`src/rtl/dfi_init_seq.sv`:
```
// dfi_init_seq: controller-side LPDDR4 power-up sequencer on the DFI bus.
// Drives reset_n, cke and the init_start/init_complete training handshake.
module dfi_init_seq #(
    parameter int NPHASES        = 8,
    parameter int CNT_W          = 16,
    parameter int T_RESET_CYC    = 200,
    parameter int T_CKE_CYC      = 2000,
    parameter int T_INIT_TIMEOUT = 65535
) (
    input  logic               clk_i,
    input  logic               rst_ni,
    input  logic               start_i,
    output logic [NPHASES-1:0] dfi_reset_n_o,
    output logic [NPHASES-1:0] dfi_cke_o,
    output logic [NPHASES-1:0] dfi_cs_n_o,
    output logic               dfi_init_start_o,
    input  logic               dfi_init_complete_i,
    output logic               init_done_o,
    output logic               init_error_o,
    output logic [2:0]         state_o
);

    localparam logic [2:0] S_IDLE      = 3'd0;
    localparam logic [2:0] S_RST_HOLD  = 3'd1;
    localparam logic [2:0] S_CKE_WAIT  = 3'd2;
    localparam logic [2:0] S_INIT_ACK  = 3'd3;
    localparam logic [2:0] S_INIT_WAIT = 3'd4;
    localparam logic [2:0] S_DONE      = 3'd5;
    localparam logic [2:0] S_ERROR     = 3'd6;

    localparam logic [CNT_W-1:0] LD_RESET = CNT_W'(T_RESET_CYC);
    localparam logic [CNT_W-1:0] LD_CKE   = CNT_W'(T_CKE_CYC);
    localparam logic [CNT_W-1:0] LD_TO    = CNT_W'(T_INIT_TIMEOUT);
    localparam logic [CNT_W-1:0] CNT_ONE  = CNT_W'(1);

    logic [2:0]       state_q, state_d;
    logic [CNT_W-1:0] cnt_q, cnt_d;
    logic             reset_n_q, reset_n_d;
    logic             cke_q, cke_d;
    logic             init_start_q, init_start_d;
    logic             done_q, done_d;
    logic             error_q, error_d;
    logic             cnt_term;

    assign cnt_term = (cnt_q == CNT_ONE);

    // Next-state and counter: a loaded value N spends exactly N cycles in the state.
    always_comb begin
        state_d = state_q;
        cnt_d   = cnt_q;
        case (state_q)
            S_IDLE, S_DONE, S_ERROR: begin
                if (start_i) begin
                    state_d = S_RST_HOLD;
                    cnt_d   = LD_RESET;
                end
            end
            S_RST_HOLD: begin
                cnt_d = cnt_q - CNT_ONE;
                if (cnt_term) begin
                    state_d = S_CKE_WAIT;
                    cnt_d   = LD_CKE;
                end
            end
            S_CKE_WAIT: begin
                cnt_d = cnt_q - CNT_ONE;
                if (cnt_term) begin
                    state_d = S_INIT_ACK;
                    cnt_d   = LD_TO;
                end
            end
            S_INIT_ACK: begin
                cnt_d = cnt_q - CNT_ONE;
                if (cnt_term) begin
                    state_d = S_ERROR;
                end else if (!dfi_init_complete_i) begin
                    state_d = S_INIT_WAIT;
                end
            end
            S_INIT_WAIT: begin
                cnt_d = cnt_q - CNT_ONE;
                if (dfi_init_complete_i) begin
                    state_d = S_DONE;
                end else if (cnt_term) begin
                    state_d = S_ERROR;
                end
            end
            default: begin
                state_d = S_IDLE;
                cnt_d   = '0;
            end
        endcase
    end

    // Outputs are registered from the next state so they track state_q exactly.
    always_comb begin
        reset_n_d    = !(state_d == S_IDLE || state_d == S_RST_HOLD);
        cke_d        = state_d inside {S_INIT_ACK, S_INIT_WAIT, S_DONE, S_ERROR};
        init_start_d = state_d inside {S_INIT_ACK, S_INIT_WAIT};
        done_d       = (state_d == S_DONE);
        error_d      = (state_d == S_ERROR);
    end

    // State, counter and output registers with asynchronous reset.
    always_ff @(posedge clk_i or negedge rst_ni) begin
        if (!rst_ni) begin
            state_q      <= S_IDLE;
            cnt_q        <= '0;
            reset_n_q    <= 1'b0;
            cke_q        <= 1'b0;
            init_start_q <= 1'b0;
            done_q       <= 1'b0;
            error_q      <= 1'b0;
        end else begin
            state_q      <= state_d;
            cnt_q        <= cnt_d;
            reset_n_q    <= reset_n_d;
            cke_q        <= cke_d;
            init_start_q <= init_start_d;
            done_q       <= done_d;
            error_q      <= error_d;
        end
    end

    assign dfi_reset_n_o    = {NPHASES{reset_n_q}};
    assign dfi_cke_o        = {NPHASES{cke_q}};
    assign dfi_cs_n_o       = '1;
    assign dfi_init_start_o = init_start_q;
    assign init_done_o      = done_q;
    assign init_error_o     = error_q;
    assign state_o          = state_q;

endmodule
```
`config.mk`:
```
export PLATFORM = sky130hd
export DESIGN_NAME = dfi_init_seq
export DESIGN_NICKNAME = d
export VERILOG_FILES = /design/src/rtl/dfi_init_seq.sv
export SDC_FILE = /design/constraint.sdc
export NUM_CORES = 1
export LEC_CHECK = 0
export BUFFER_PORTS_ARGS = -buffer_cell sky130_fd_sc_hd__buf_2
export CAP_MARGIN = 15
export CORE_MARGIN = 5
export CORE_UTILIZATION = 30
export CTS_CLUSTER_DIAMETER = 80
export DETAILED_ROUTE_END_ITERATION = 6
export HOLD_SLACK_MARGIN = 0.05
export PLACE_DENSITY = 0.55
export SYNTH_ARGS = -nofsm -noshare
export SYNTH_HDL_FRONTEND = slang
export SYNTH_SLANG_ARGS = --single-unit
export TNS_END_PERCENT = 5
```
`constraint.sdc`:
```
create_clock -name clk_i -period 3.05 [get_ports clk_i]
set_clock_uncertainty 0.2 [all_clocks]
set_input_delay 0.1525 -clock clk_i [delete_from_list [all_inputs] [get_ports clk_i]]
set_output_delay 0.1525 -clock clk_i [all_outputs]
set_load 0.02 [all_outputs]
```
## Word level (Yosys, flattened, before mapping)

Index checks and enable logic that the tools add are counted.

- Bits in registers: 24
- Output and inout port bits: 30
- Memory bits (writable): 0
- Latch bits: 0
- Memories: 0
- Memory bits (read-only): 0
- Word-level logic and storage cells: 41

- Add/sub/neg operators: 1
- Shift operators: 0
- Order comparisons: 0
- Div/mod/pow operators: 0
- Muxes and demuxes: 12
- Reductions and logical operators: 8
- Eq/ne operators: 13
- Bitwise logic cells: 0
- Multipliers: 0

Operators with widths:

| cell | count |
|---|---|
| one-hot mux 16 bit (4 select lines) | 1 |
| 2-to-1 mux 16 bit | 3 |
| 2-to-1 mux 3 bit | 7 |
| == test 3 bit, second input constant | 6 |
| == test 16 x 1 -> 1 bit, second input constant | 1 |
| subtractor 16 x 1 -> 16 bit, second input constant | 1 |
| one-hot mux 3 bit (5 select lines) | 1 |
| == test 3 x 2 -> 1 bit, second input constant | 3 |
| == test 3 x 1 -> 1 bit, second input constant | 2 |
| zero test 3 bit | 2 |
| nonzero test 4 bit | 1 |
| OR reduction 3 bit | 1 |
| inequality test 2 bit, second input constant | 1 |
| nonzero test 2 bit | 1 |
| OR reduction 2 bit | 1 |
| zero test 1 bit | 1 |
| logical OR 1 bit | 1 |

## Logic depth before layout (Yosys ltp)

Gate-level depths: netlist of the first run.

- Depth after elaboration: 7
- Depth in mapped cells: 8

## Worst setup path after synthesis of the first run

OpenSTA, ideal clock, no wires.

- Path kind: reg-to-reg
- From: reg cnt_q[0]
- To: reg cnt_q[14]
- Clock period less this slack: 2251 ps
- Setup time: 126 ps
- Data arrival time: 1925 ps
- Path slack: 799 ps
- Stages on the path, launching flop included: 7
- Data required time: 2724 ps
- Path through: dfrtp_1 > inv_1 > ha_1 > or3b_4 > or3_4 > o311a_1 > a221o_1

- Cells in the longest elaborated chain, start to end: 3

RTL lines:

| element | RTL line | text |
|---|---|---|
| start: declaration | 37 | `logic [CNT_W-1:0] cnt_q, cnt_d;` |
| start signal: assignment | 116 | `cnt_q <= cnt_d;` |
| subtractor 16 x 1 -> 16 bit or == test 16 x 1 -> 1 bit (tied branches) | -- |  |
| 2-to-1 mux 16 bit (on tied branches) | 67, 60 |  |
| one-hot mux 16 bit (4 select lines) * | 51 | `case (state_q)` |

Mark *: on every way between the ends. The rest lies on a longest branch, timed or not.
A chain may end at the register's enable or synchronous reset.

## Worst setup path in the final report of the first run

- From: reg cnt_q[6]
- To: reg cnt_q[14]

Same word-level chain as after synthesis.

==> impl_results.md, run 1 <==
* Worst-margin pin slew at 0.5793 ns
* Num Clock Sinks at 24
* Post-synth design cell area at 1924 um^2
* Max Cap Viol at 0
* GRT Resource Usage Total at between 10% and 20%
* Internal at between 0.0007 and 0.0008 W
* Gr ovfl total at 0
* Setup_tns at 0 ns
* Worst reg2reg path endpoint: cnt_q[14]$_DFFE_PN0P_
* Worst Path Arrival at 2.63 ns
* Synth Register Bits at 24
* DR WL/cell at 14.70 um
* WHS Path Cells at 2
* Multi-input gate area at approximately 1100 um^2
* Period utilisation layout at 87.42%
* Starting Density at between 30% and 40%
* Clock power frac at between 10% and 20%
* Worst Path Max Fanout at 14
* Clock slew at reported path FFs at 0.10 ns
* Pleak at 0.9000 nW
* Synth area leader: dfrtp_1
* Post-synth ARST share at 100.0%
* Tot Pwr at 0.001409 W
* Initial antenna violation count at 0
* Post-DRT Antenna Nets at 0
* CTS max path bufs at 2
* Max-slew violation total from the final report at 0
* Pwr per Cell Area at 690.2 nW/um^2
* Final Net Count at 246
* Time the worst path needs with I/O delays and setup at between 2 and 3 ns
* Via/cell ratio at 5.434
* Seq/Total Area, Yosys at 31.21%
* Detailed Routing Iterations Pass 1 at 4
* Reg2reg setup slack at 0.38 ns
* Inserted Clock Buffers at 3
* Post-synth top area share at 31.21%
* Place WS at 0.4181 ns
* NetSw at 0.0006104 W
* Vias in the first global route at 1560
* Final wirelength at 4.644 mm
* Area grow syn2layout at 6.047%
* Hold Startpoint: start_i
* Outcome: complete, no violations
* Share of power burned in combinational logic at 41.6%
* Most frequent cells after synthesis: buf_4, dfrtp_1, nor2_1
* Vias at 1717
* R2r worst-path depth at 5
* H-tree Lvls at 1
* Final hold vios at 0
* Min-delay worst type: input port to register
* Syn Inst Count at 233
* Top post-synthesis cells by area: dfrtp_1, buf_4, a21oi_1, nor2_1, o21ai_0
* Reg area at 600.6 um^2
* Critical Path Source: cnt_q[6]$_DFFE_PN0P_
* Clk root buf: clkbuf_8
* Critical Path End Type: register
* Setup WS post-layout at 0.3838 ns
* Worst rel slew slack at 61.38%
* Initial DRC count at 90
* Die area at 8116 um^2
* Final HPWL DP at 3.297 mm
* Switching Fraction at 43.34%
* CTS tree: yes
* Row count at 29
* Seq pwr share at 42.1%
* Clk_lat worst skew at 0.27 ns
* Cts repair resizes at 0
* Largest net degree at the start of global routing at 29
* Setup violators final at 0
* GP Congestion at 0.8367
* RSZ-0062 raised after global routing: false
* First-pass GRT wire length at 7.859 mm
* Die height at 90.09 um
* Filler instances at approximately 680
* Synth warn at 0
* # diodes at 0
* Post-synth EDFFs at 0
* Die W at 90.09 um
* Top FF cell, synth: dfrtp_1
* Synth unique cells at 63
* DRC at 0
* Share of cells above drive strength 1 at between 20% and 30%
* Port Buffers at 25
* Hold EP: init_done_o$_DFF_PN0_
* CP Launch Type: register
* CP required at 3.01 ns
* Syn avg cell area at 8.259 um^2
* Core ar. at 6277 um^2
* I/O Pins at 34
* RR Startpoint: cnt_q[6]$_DFFE_PN0P_
* Max VDD drop at 0.0002451 V
* CP Class: register to register
* Fmax at 375.1 MHz
==> registers in the layout, summed over array words and instances (netlist names) <==
name              flops
dfi_init_start_o      1
init_done_o           1
reset_n_q             1
state_o               3
cnt_q                16
cke_q                 1
init_error_o          1
==> stage by stage <==
stage / util (%) / cell area, um^2 / hold WS (ns) / cells
after floorplan: - / 1951 / -0.3431 / 240
after global placement: 31.31 / 1966 / -0.002403 / 310
after detailed placement: 31.31 / 1966 / -0.003097 / 310
after CTS: 32.51 / 2041 / 0.05192 / 316
after global routing: 32.51 / 2041 / 0.07185 / 316
final: 32.51 / 2041 / 0.05292 / 316
==> layout by cell type, fill, tap and decap left out, types with 3 or more instances in the layout <==
cell,count
nor3_1,4
inv_1,9
dfrtp_1,24
xnor2_1,3
clkbuf_8,4
conb_1,8
o21ai_1,4
nand2b_1,5
a31oi_1,4
or3_1,3
buf_4,5
nor2_1,24
a21oi_1,18
nand3_1,4
o211ai_1,3
a211oi_1,4
o22ai_1,3
o21ai_0,12
buf_2,25
nand2_1,13
==> what timing repair did <==
action / CTS / global route
buffers inserted: 0 / 0
endpoints found under the setup margin: 0 / 0
hold endpoints to repair: 26 / 0
hold buffers: 2 / 0
==> cell families (layout without fill, tap and decap cells) <==
logic type	count (synthesis)	in the layout	share of synthesized area, %
compound gates	75	75	26.01
simple gates	74	74	21.91
buf+inv	48	47	14.82
flops	24	24	31.21
fa+ha+maj	4	4	2.341
xor+xnor	4	4	1.821
mux	3	3	1.690
other cells	1	8	0.1949
==> critical path: stages, from the launching register on <==
cell,delay (ns)
dfrtp_1,0.44
nor4_2,0.56
nand4_2,0.46
a21o_1,0.45
o311a_1,0.18
a221o_1,0.26
==> worst max-delay path by stage <==
stage / endpoint / slack [ns] / cells past startpoint
CTS: cnt_q[14]$_DFFE_PN0P_ / 0.39 / 5
global route: cnt_q[14]$_DFFE_PN0P_ / 0.15 / 5
detailed placement: cnt_q[14]$_DFFE_PN0P_ / 0.42 / 5
global placement: cnt_q[14]$_DFFE_PN0P_ / 0.54 / 7
finish: cnt_q[14]$_DFFE_PN0P_ / 0.38 / 5
floorplan: cnt_q[14]$_DFFE_PN0P_ / 0.80 / 6
==> routing by layer <==
metal / part of all wire, % / GRT usage (%) / wire [um]
met1: 45 / 15.12 / 2083
met2: 49 / 18.41 / 2255
met4: 0.75 / 3.846 / 35
met3: 5.8 / 1.419 / 269
met5: 0 / 0 / 0
==> cell type report <==
| class | instances | share of cell area (%) |
|---|---|---|
| flip-flops and latches | 24 | 29.43 |
| multi-input cells | 168 | 52.18 |
| clock buffers | 4 | 2.698 |
| repair buffers | 32 | 8.952 |
| well taps | 77 | 4.721 |
| inverters | 11 | 2.023 |
==> power groups by stage <==
stage	clock, W	sequential [W]	combinational (W)
6_report	0.000229	0.000593	0.000586
5_1_grt	0.000247	0.000619	0.000670
4_1_cts	0.000240	0.000592	0.000590
3_5_place_dp	0	0.000599	0.000585
3_3_place_gp	0	0.000596	0.000576
2_1_floorplan	0	0.000549	0.000526
(Power assumes the default switching activity.)
==> run 2, diff against run 1 <==
--- a/config.mk
+++ b/config.mk
@@ -5,8 +5,10 @@
 export SDC_FILE = /design/constraint.sdc
 export NUM_CORES = 1
 export LEC_CHECK = 0
+export ABC_AREA = 1
 export BUFFER_PORTS_ARGS = -buffer_cell sky130_fd_sc_hd__buf_2
 export CAP_MARGIN = 15
+export CORE_ASPECT_RATIO = 1.25
 export CORE_MARGIN = 5
 export CORE_UTILIZATION = 30
 export CTS_CLUSTER_DIAMETER = 80
==> run 2 against run 1 <==
Against the previous run:
- cell area is 2.5% lower
- core utilization rose by 0.20 points
- worst setup slack improved by 0.70 ns
- first-iteration DRC count shrank 19%
- largest cell class unchanged
- global-route usage up 0.19 points
- final cell count grew 12%
- register-to-register slack improved by 0.70 ns
==> impl_results.md, run 2 <==
* Outcome: complete, no violations (unchanged)
* Post-synth top area share at 32.54% (was 31.21%)
* WL met2 at 2.125 mm (was 2.255 mm)
* # diodes at 0 (unchanged)
* Row count at 32 (was 29)
* Syn avg cell area at 7.181 um^2 (was 8.259 um^2)
* Slowest CP cell: dfrtp_1 (was nor4_2)
* Clock power frac at 13.9% (was 16.2%)
* Worst-margin pin slew at 0.5695 ns (was 0.5793 ns)
* GP Congestion at 0.8729 (was 0.8367)
* CP Launch Type: register (unchanged)
* Synth area leader: dfrtp_1 (unchanged)
* NetSw at 0.001068 W (was 0.0006104 W)
* Final wirelength at 4.134 mm (was 4.644 mm)
* CTS tree: yes (unchanged)
* GRT Resource Usage Total at 11.41% (was 11.22%)
* DR WL/cell at 11.71 um (was 14.70 um)
* Syn Inst Count at 257 (was 233)
* Post-DRT Antenna Nets at 0 (unchanged)
* CTS max path bufs at 2 (unchanged)
* Final Net Count at 275 (was 246)
* Worst Path Arrival at 1.94 ns (was 2.63 ns)
* Largest register FFs at 16 (unchanged)
* Setup violators final at 0 (unchanged)
* Synth Register Bits at 24 (unchanged)
* Critical path buffers and inverters at 1 (was 0)
* Inserted Clock Buffers at 3 (unchanged)
* Worst rel slew slack at 62.03% (was 61.38%)
* Time the worst path needs with I/O delays and setup at 1.970 ns (was 2.666 ns)
* CP Class: register to register (unchanged)
* Commonest non-fill, non-tap cells in the layout: nand2_1, buf_2, dfrtp_1 (was buf_2, nor2_1, dfrtp_1)
* Setup_tns at 0 ns (unchanged)
* Die area at 7830 um^2 (was 8116 um^2)
* DRC at 0 (unchanged)
* Place WS at 1.093 ns (was 0.4181 ns)
* Most frequent cells after synthesis: nand2_1, buf_4, dfrtp_1 (was buf_4, dfrtp_1, nor2_1)
* Seq/Total Area, Yosys at 32.54% (was 31.21%)
* CP peak stage delay at 0.41 ns (was 0.56 ns)
* Pwr per Cell Area at 1050 nW/um^2 (was 690.2 nW/um^2)
* Vias at 1508 (was 1717)
* Count leader, synth: nand2_1
* Starting Density at 30.32% (was 30.66%)
* RSZ-0062 raised after global routing: false (unchanged)
* Initial DRC count at 73 (was 90)
* Initial antenna violation count at 0 (unchanged)
* Final HPWL DP at 3.169 mm (was 3.297 mm)
* Final hold vios at 0 (unchanged)
* Critical Path End Type: register (unchanged)
* Synth warn at 0 (unchanged)
* Post-synth ARST share at 100.0% (unchanged)
* Port Buffers at 25 (unchanged)
* Period utilisation layout at 64.60% (was 87.42%)
* Via/cell ratio at 4.272 (was 5.434)
* Num Clock Sinks at 24 (unchanged)
* Clk_lat worst skew at 0.27 ns (about the same)
* Largest Register: cnt_q (unchanged)
* DR top layer: met4 (unchanged)
* Cts repair resizes at 0 (unchanged)
* CP required at 3.02 ns (was 3.01 ns)
* Share of cells above drive strength 1 at 20.90% (was 20.50%)
* Fmax at 507.5 MHz (was 375.1 MHz)
* Clock slew at reported path FFs at 0.09 ns (was 0.10 ns)
* Routed wl met3 at 111 um (was 269 um)
* Die W at 80.15 um (was 90.09 um)
* Seq pwr share at 27.3% (was 42.1%)
* Switching Fraction at 51.10% (was 43.34%)
* H-tree Lvls at 1 (unchanged)
* Most common cell after layout, fill and taps aside: nand2_1 (was buf_2)
* Routed length on met1 at 1.797 mm (was 2.083 mm)
* Max Cap Viol at 0 (unchanged)
* I/O Pins at 34 (unchanged)
* Max-slew violation total from the final report at 0 (unchanged)
* Max VDD drop at 0.0004013 V (was 0.0002451 V)
* Detailed Routing Iterations Pass 1 at 4 (unchanged)
* CP cell instances: inv_1 -> ha_1 -> nand3_1 -> nor2_1 -> nand3_2 -> nand3_1 -> nor2_4 -> nand3_2 -> nand2_1 (was nor4_2 -> nand4_2 -> a21o_1 -> o311a_1 -> a221o_1)
* Core ar. at 6086 um^2 (was 6277 um^2)
* Delay-heaviest family, CP: simple AND/OR/NAND/NOR gates (unchanged)
* Share of power burned in combinational logic at 58.8% (was 41.6%)
* Synth unique cells at 30 (was 63)
* Area grow syn2layout at 7.864% (was 6.047%)
* Post-synth EDFFs at 0 (unchanged)
* Post-synth design cell area at 1846 um^2 (was 1924 um^2)
* Vias in the first global route at 1503 (was 1560)
* Pleak at 1.085 nW (was 0.9000 nW)
* Internal at 0.001022 W (was 0.0007981 W)
* Die height at 97.69 um (was 90.09 um)
* Top post-synthesis cells by area: dfrtp_1, nand2_1, buf_4, nand3_1, inv_1 (was dfrtp_1, buf_4, a21oi_1, nor2_1, o21ai_0)
* Setup WS post-layout at 1.080 ns (was 0.3838 ns)
* Gr ovfl total at 0 (unchanged)
* Largest net degree at the start of global routing at 25 (was 29)
* First-pass GRT wire length at 7.127 mm (was 7.859 mm)
* Clk root buf: clkbuf_8 (unchanged)
* Min-delay worst type: input port to register (unchanged)
* Worst Path Max Fanout at 13 (was 14)
* Top FF cell, synth: dfrtp_1 (unchanged)
## run 2: cell types whose count changed after synthesis, moves of 5 or more
cell      change
nor2_2        +6
a21oi_1      -16
buf_2         -5
nand2_1      +69
o21ai_0       -6
xor2_1        +7
inv_1        +14
nand3_1      +17
nor2_4        +5
nand2_2       +6
nand2b_1      -5
## run 2: tightest hold or removal path, stage by stage
cell	delay, ns
buf_2	0.14
o22ai_2	0.12
nand2_1	0.08
nand2_1	0.08
## run 2: area by class of cell
class | count | area [um^2]
fillers | 697 | 4095
multi-input cells | 189 | 977.2
flip-flops and latches | 24 | 600.6
repair buffers | 27 | 145.1
well taps | 85 | 106.4
inverters | 24 | 90.09
clock buffers | 3 | 41.29
clock inverters | 1 | 30.03
## run 2: logic make-up (layout without fill, tap and decap cells)
kind of cell             Yosys count  in the layout  share of synthesized area [%]
flip-flops                        24             24                          32.54
AO/OA/AOI/OAI                     16             16                          6.712
other                              1              8                         0.2032
adder cells (fa/ha/maj)            2              2                          1.356
buffers and inverters             51             55                          15.93
XOR/XNOR                          10             10                          4.746
AND/OR/NAND/NOR                  153            153                          38.51
## run 2: final timing paths
path	startpoint	endpoint	slack, ns	cells past startpoint
setup / recovery	cnt_q[1]$_DFFE_PN0P_	dfi_init_start_o$_DFF_PN0_	1.08	9
min in group asynchronous	rst_ni	cnt_q[10]$_DFFE_PN0P_	0.20	2
max in group asynchronous	rst_ni	cke_q$_DFF_PN0_	2.08	2
hold reg to reg	cnt_q[1]$_DFFE_PN0P_	cnt_q[1]$_DFFE_PN0P_	0.34	2
setup reg to reg	cnt_q[1]$_DFFE_PN0P_	dfi_init_start_o$_DFF_PN0_	1.08	9
hold / removal	dfi_init_complete_i	state_o[1]$_DFF_PN0_	0.14	4
## run 2: power by group through the flow
stage	Combinational [W]	Sequential (W)	Clock, W
detailed placement	0.00124	0.000576	0
global placement	0.00124	0.000578	0
finish	0.00123	0.000572	0.000290
floorplan	0.00106	0.000562	0
global route	0.00139	0.000592	0.000305
CTS	0.00124	0.000573	0.000294
## run 2: repair_timing
item | CTS | global route
setup buffers | 0 | 0
endpoints found under the hold margin | 26 | 0
hold buffers | 2 | 0
## run 2: layer usage
| metal | GRT usage (%) | vias up |
|---|---|---|
| li1 | - | 794 |
| met1 | 14.24 | 680 |
| met2 | 19.39 | 25 |
| met3 | 2.041 | 9 |
| met4 | 3.901 | 0 |
| met5 | 0 | - |
## run 2: per-stage QoR
step	instances	total power [W]	util [%]	cell area, um^2	hold WS, ns
3_3_place_gp	347	0.001819	31.21	1899	-0.01321
5_1_grt	353	0.002287	32.71	1991	0.1578
6_report	353	0.002090	32.71	1991	0.1406
3_5_place_dp	347	0.001813	31.21	1899	-0.01601
2_1_floorplan	264	0.001623	-	1872	-0.3431
4_1_cts	353	0.002110	32.71	1991	0.1324
==> run 3, diff against run 2 <==
--- a/config.mk
+++ b/config.mk
@@ -5,7 +5,7 @@
 export SDC_FILE = /design/constraint.sdc
 export NUM_CORES = 1
 export LEC_CHECK = 0
-export ABC_AREA = 1
+export ABC_AREA = 0
 export BUFFER_PORTS_ARGS = -buffer_cell sky130_fd_sc_hd__buf_2
 export CAP_MARGIN = 15
 export CORE_ASPECT_RATIO = 1.25
@@ -14,7 +14,7 @@
 export CTS_CLUSTER_DIAMETER = 80
 export DETAILED_ROUTE_END_ITERATION = 6
 export HOLD_SLACK_MARGIN = 0.05
-export PLACE_DENSITY = 0.55
+export PLACE_DENSITY = 0.57
 export SYNTH_ARGS = -nofsm -noshare
 export SYNTH_HDL_FRONTEND = slang
 export SYNTH_SLANG_ARGS = --single-unit
==> constraint.sdc (replaced) <==
create_clock -name clk_i -period 1.8 [get_ports clk_i]
set_clock_uncertainty 0.2 [all_clocks]
set_input_delay 0.09 -clock clk_i [delete_from_list [all_inputs] [get_ports clk_i]]
set_output_delay 0.09 -clock clk_i [all_outputs]
set_load 0.02 [all_outputs]
==> run 3 against run 2 <==
Against the previous run:
- the run now ends with setup timing left
- sequential share of layout area is 6.4 points lower
- first-iteration DRC count is 34% higher
- wire length is 27% higher
- clock power is 36% higher
- final cell count is 7.9% higher
- critical path depth is 3 lower
- fmax is 13% lower
- combinational power is 43% higher
- via count is 24% higher
- sequential power is 55% higher
- largest power group unchanged
==> impl_results.md, run 3 (synthesis results as in run 1) <==
* Internal at 0.001830 W (was 0.001022 W)
* Clk root buf: clkbuf_8 (unchanged)
* Die height at 99.55 um (was 97.69 um)
* Fmax at 442.7 MHz (was 507.5 MHz)
* GRT Resource Usage Total at 13.60% (was 11.41%)
* Post-DRT Antenna Nets at 0 (unchanged)
* Worst-margin pin slew at 0.5779 ns (was 0.5695 ns)
* Largest register FFs at 16 (unchanged)
* Max Cap Viol at 0 (unchanged)
* Largest Register: cnt_q (unchanged)
* Clock slew at reported path FFs at 0.10 ns (was 0.09 ns)
* Switching Fraction at 39.79% (was 51.10%)
* CTS tree: yes (unchanged)
* Die area at 8126 um^2 (was 7830 um^2)
* Gr ovfl total at 0 (unchanged)
* Largest net degree at the start of global routing at 25 (unchanged)
* CP Class: register to register (unchanged)
* Pleak at 1.193 nW (was 1.085 nW)
* DR WL/cell at 13.75 um (was 11.71 um)
* Initial antenna violation count at 0 (unchanged)
* Port Buffers at 25 (unchanged)
* Detailed Routing Iterations Pass 1 at 4 (unchanged)
* # diodes at 0 (unchanged)
* Time the worst path needs with I/O delays and setup at 2.259 ns (was 1.970 ns)
* Core ar. at 6206 um^2 (was 6086 um^2)
* GP Congestion at 0.8501 (was 0.8729)
* Place WS at -0.4525 ns (was 1.093 ns)
* Seq pwr share at 29.2% (was 27.3%)
* Outcome: finished, violations left (was complete, no violations)
* Final wirelength at 5.240 mm (was 4.134 mm)
* Critical Path End Type: register (unchanged)
* H-tree Lvls at 1 (unchanged)
* Final Net Count at 303 (was 275)
* Worst rel slew slack at 61.47% (was 62.03%)
* Share of power burned in combinational logic at 57.9% (was 58.8%)
* Vias in the first global route at 1832 (was 1503)
* CP Launch Type: register (unchanged)
* Clk_lat worst skew at 0.28 ns (was 0.27 ns)
* Setup violators final at 22 (was 0)
* Pwr per Cell Area at 1199 nW/um^2 (was 1050 nW/um^2)
* Num Clock Sinks at 24 (unchanged)
* Placed inst area at 2376 um^2 (was 1899 um^2)
* Setup WS post-layout at -0.4590 ns (was 1.080 ns)
* Die W at 81.64 um (was 80.15 um)
* Min-delay worst type: input port to async pin (was input port to register)
* Via/cell ratio at 4.892 (was 4.272)
* Max-slew violation total from the final report at 0 (unchanged)
* Starting Density at 31.01% (was 30.32%)
* CTS max path bufs at 2 (unchanged)
* Final HPWL DP at 3.911 mm (was 3.169 mm)
* Worst Path Arrival at 2.22 ns (was 1.94 ns)
* Final hold vios at 0 (unchanged)
* Layout Utilization at 40.83% (was 32.71%)
* First-pass GRT wire length at 8.818 mm (was 7.127 mm)
* Setup_tns at -4.884 ns (was 0 ns)
* Row count at 32 (unchanged)
* Commonest non-fill, non-tap cells in the layout: buf_4, buf_2, dfrtp_1 (was nand2_1, buf_2, dfrtp_1)
* Clock power frac at 12.9% (was 13.9%)
* Vias at 1864 (was 1508)
* RSZ-0062 raised after global routing: true (was false)
* Failing checks: setup timing
* NetSw at 0.001209 W (was 0.001068 W)
* Initial DRC count at 98 (was 73)
* CP required at 1.77 ns (was 3.02 ns)
* Period utilisation layout at 125.5% (was 64.60%)
* Area grow syn2layout at 31.66% (was 7.864%)
* I/O Pins at 34 (unchanged)
* Worst Path Max Fanout at 3 (was 13)
* Post-route cell area at 2534 um^2 (was 1991 um^2)
* Max VDD drop at 0.0006268 V (was 0.0004013 V)
* Most common cell after layout, fill and taps aside: buf_4 (was nand2_1)
* Inserted Clock Buffers at 3 (unchanged)
* Share of cells above drive strength 1 at 38.85% (was 20.90%)
* DRC at 0 (unchanged)
-- run 3: changes by cell type in the layout (fill, tap and decap cells not counted), moves of 6 or more --
cell | previous run | this run
a21oi_1 | 2 | 18
buf_4 | 0 | 60
inv_1 | 23 | 8
nand2_1 | 82 | 13
nand2_2 | 6 | 0
nand3_1 | 21 | 4
o21ai_1 | 0 | 6
xor2_1 | 8 | 1
-- run 3: power by group through the flow --
stage / registers (W) / logic [W] / clock network (W)
floorplan: 0.000930 / 0.000895 / 0
global placement: 0.000881 / 0.00161 / 0
detailed placement: 0.000882 / 0.00163 / 0
CTS: 0.000889 / 0.00169 / 0.000410
global route: 0.000913 / 0.00195 / 0.000428
finish: 0.000886 / 0.00176 / 0.000393
-- run 3: layer usage --
metal	GRT usage [%]	part of all wire, %	routed length (um)
met5	0	0	0
met4	3.708	1.4	71
met3	1.268	3.8	198
met2	23.90	50	2619
met1	17.50	45	2351
-- run 3: repair_timing --
item,4_1_cts,5_1_grt
pin swaps,6,3
setup buffers,1,2
resized for setup,11,3
endpoints found under the hold margin,28,0
hold buffers,3,0
setup endpoints to repair,23,23
-- run 3: path summary, 6_finish.rpt --
path,startpoint,to,slack [ns],depth (start not counted)
setup / recovery,cnt_q[0]$_DFFE_PN0P_,cnt_q[14]$_DFFE_PN0P_,-0.46,6
hold / removal,rst_ni,cnt_q[1]$_DFFE_PN0P_,0.13,2
setup reg to reg,cnt_q[0]$_DFFE_PN0P_,cnt_q[14]$_DFFE_PN0P_,-0.46,6
hold reg to reg,cnt_q[10]$_DFFE_PN0P_,cnt_q[10]$_DFFE_PN0P_,0.35,1
max in group asynchronous,rst_ni,state_o[2]$_DFF_PN0_,0.86,2
min in group clk_i,cnt_q[10]$_DFFE_PN0P_,cnt_q[10]$_DFFE_PN0P_,0.35,1
-- run 3: cell type report --
type                       instances  area [um^2]
fill                             621         3672
tap                               85        106.4
timing repair buffer              89        616.8
inverter                          11        41.29
multi-input combinational        168         1112
clock buffer                       4        55.05
sequential                        24        601.8
-- run 3: worst max-delay path, cell delays in order, from the launching register on --
cell and delay [ns]:
dfrtp_1 0.41, inv_2 0.07, ha_2 0.16, or3b_4 0.40, or3_4 0.35, o311a_1 0.29, a221o_1 0.26
-- run 3: per-stage QoR --
stage          hold slack [ns]  power (W)  std cells
2_1_floorplan          -0.4056   0.001825        240
3_3_place_gp          -0.06679   0.002487        371
3_5_place_dp          -0.07314   0.002508        371
4_1_cts                 0.1568   0.002993        379
5_1_grt                 0.1924   0.003287        381
6_report                0.1277   0.003039        381
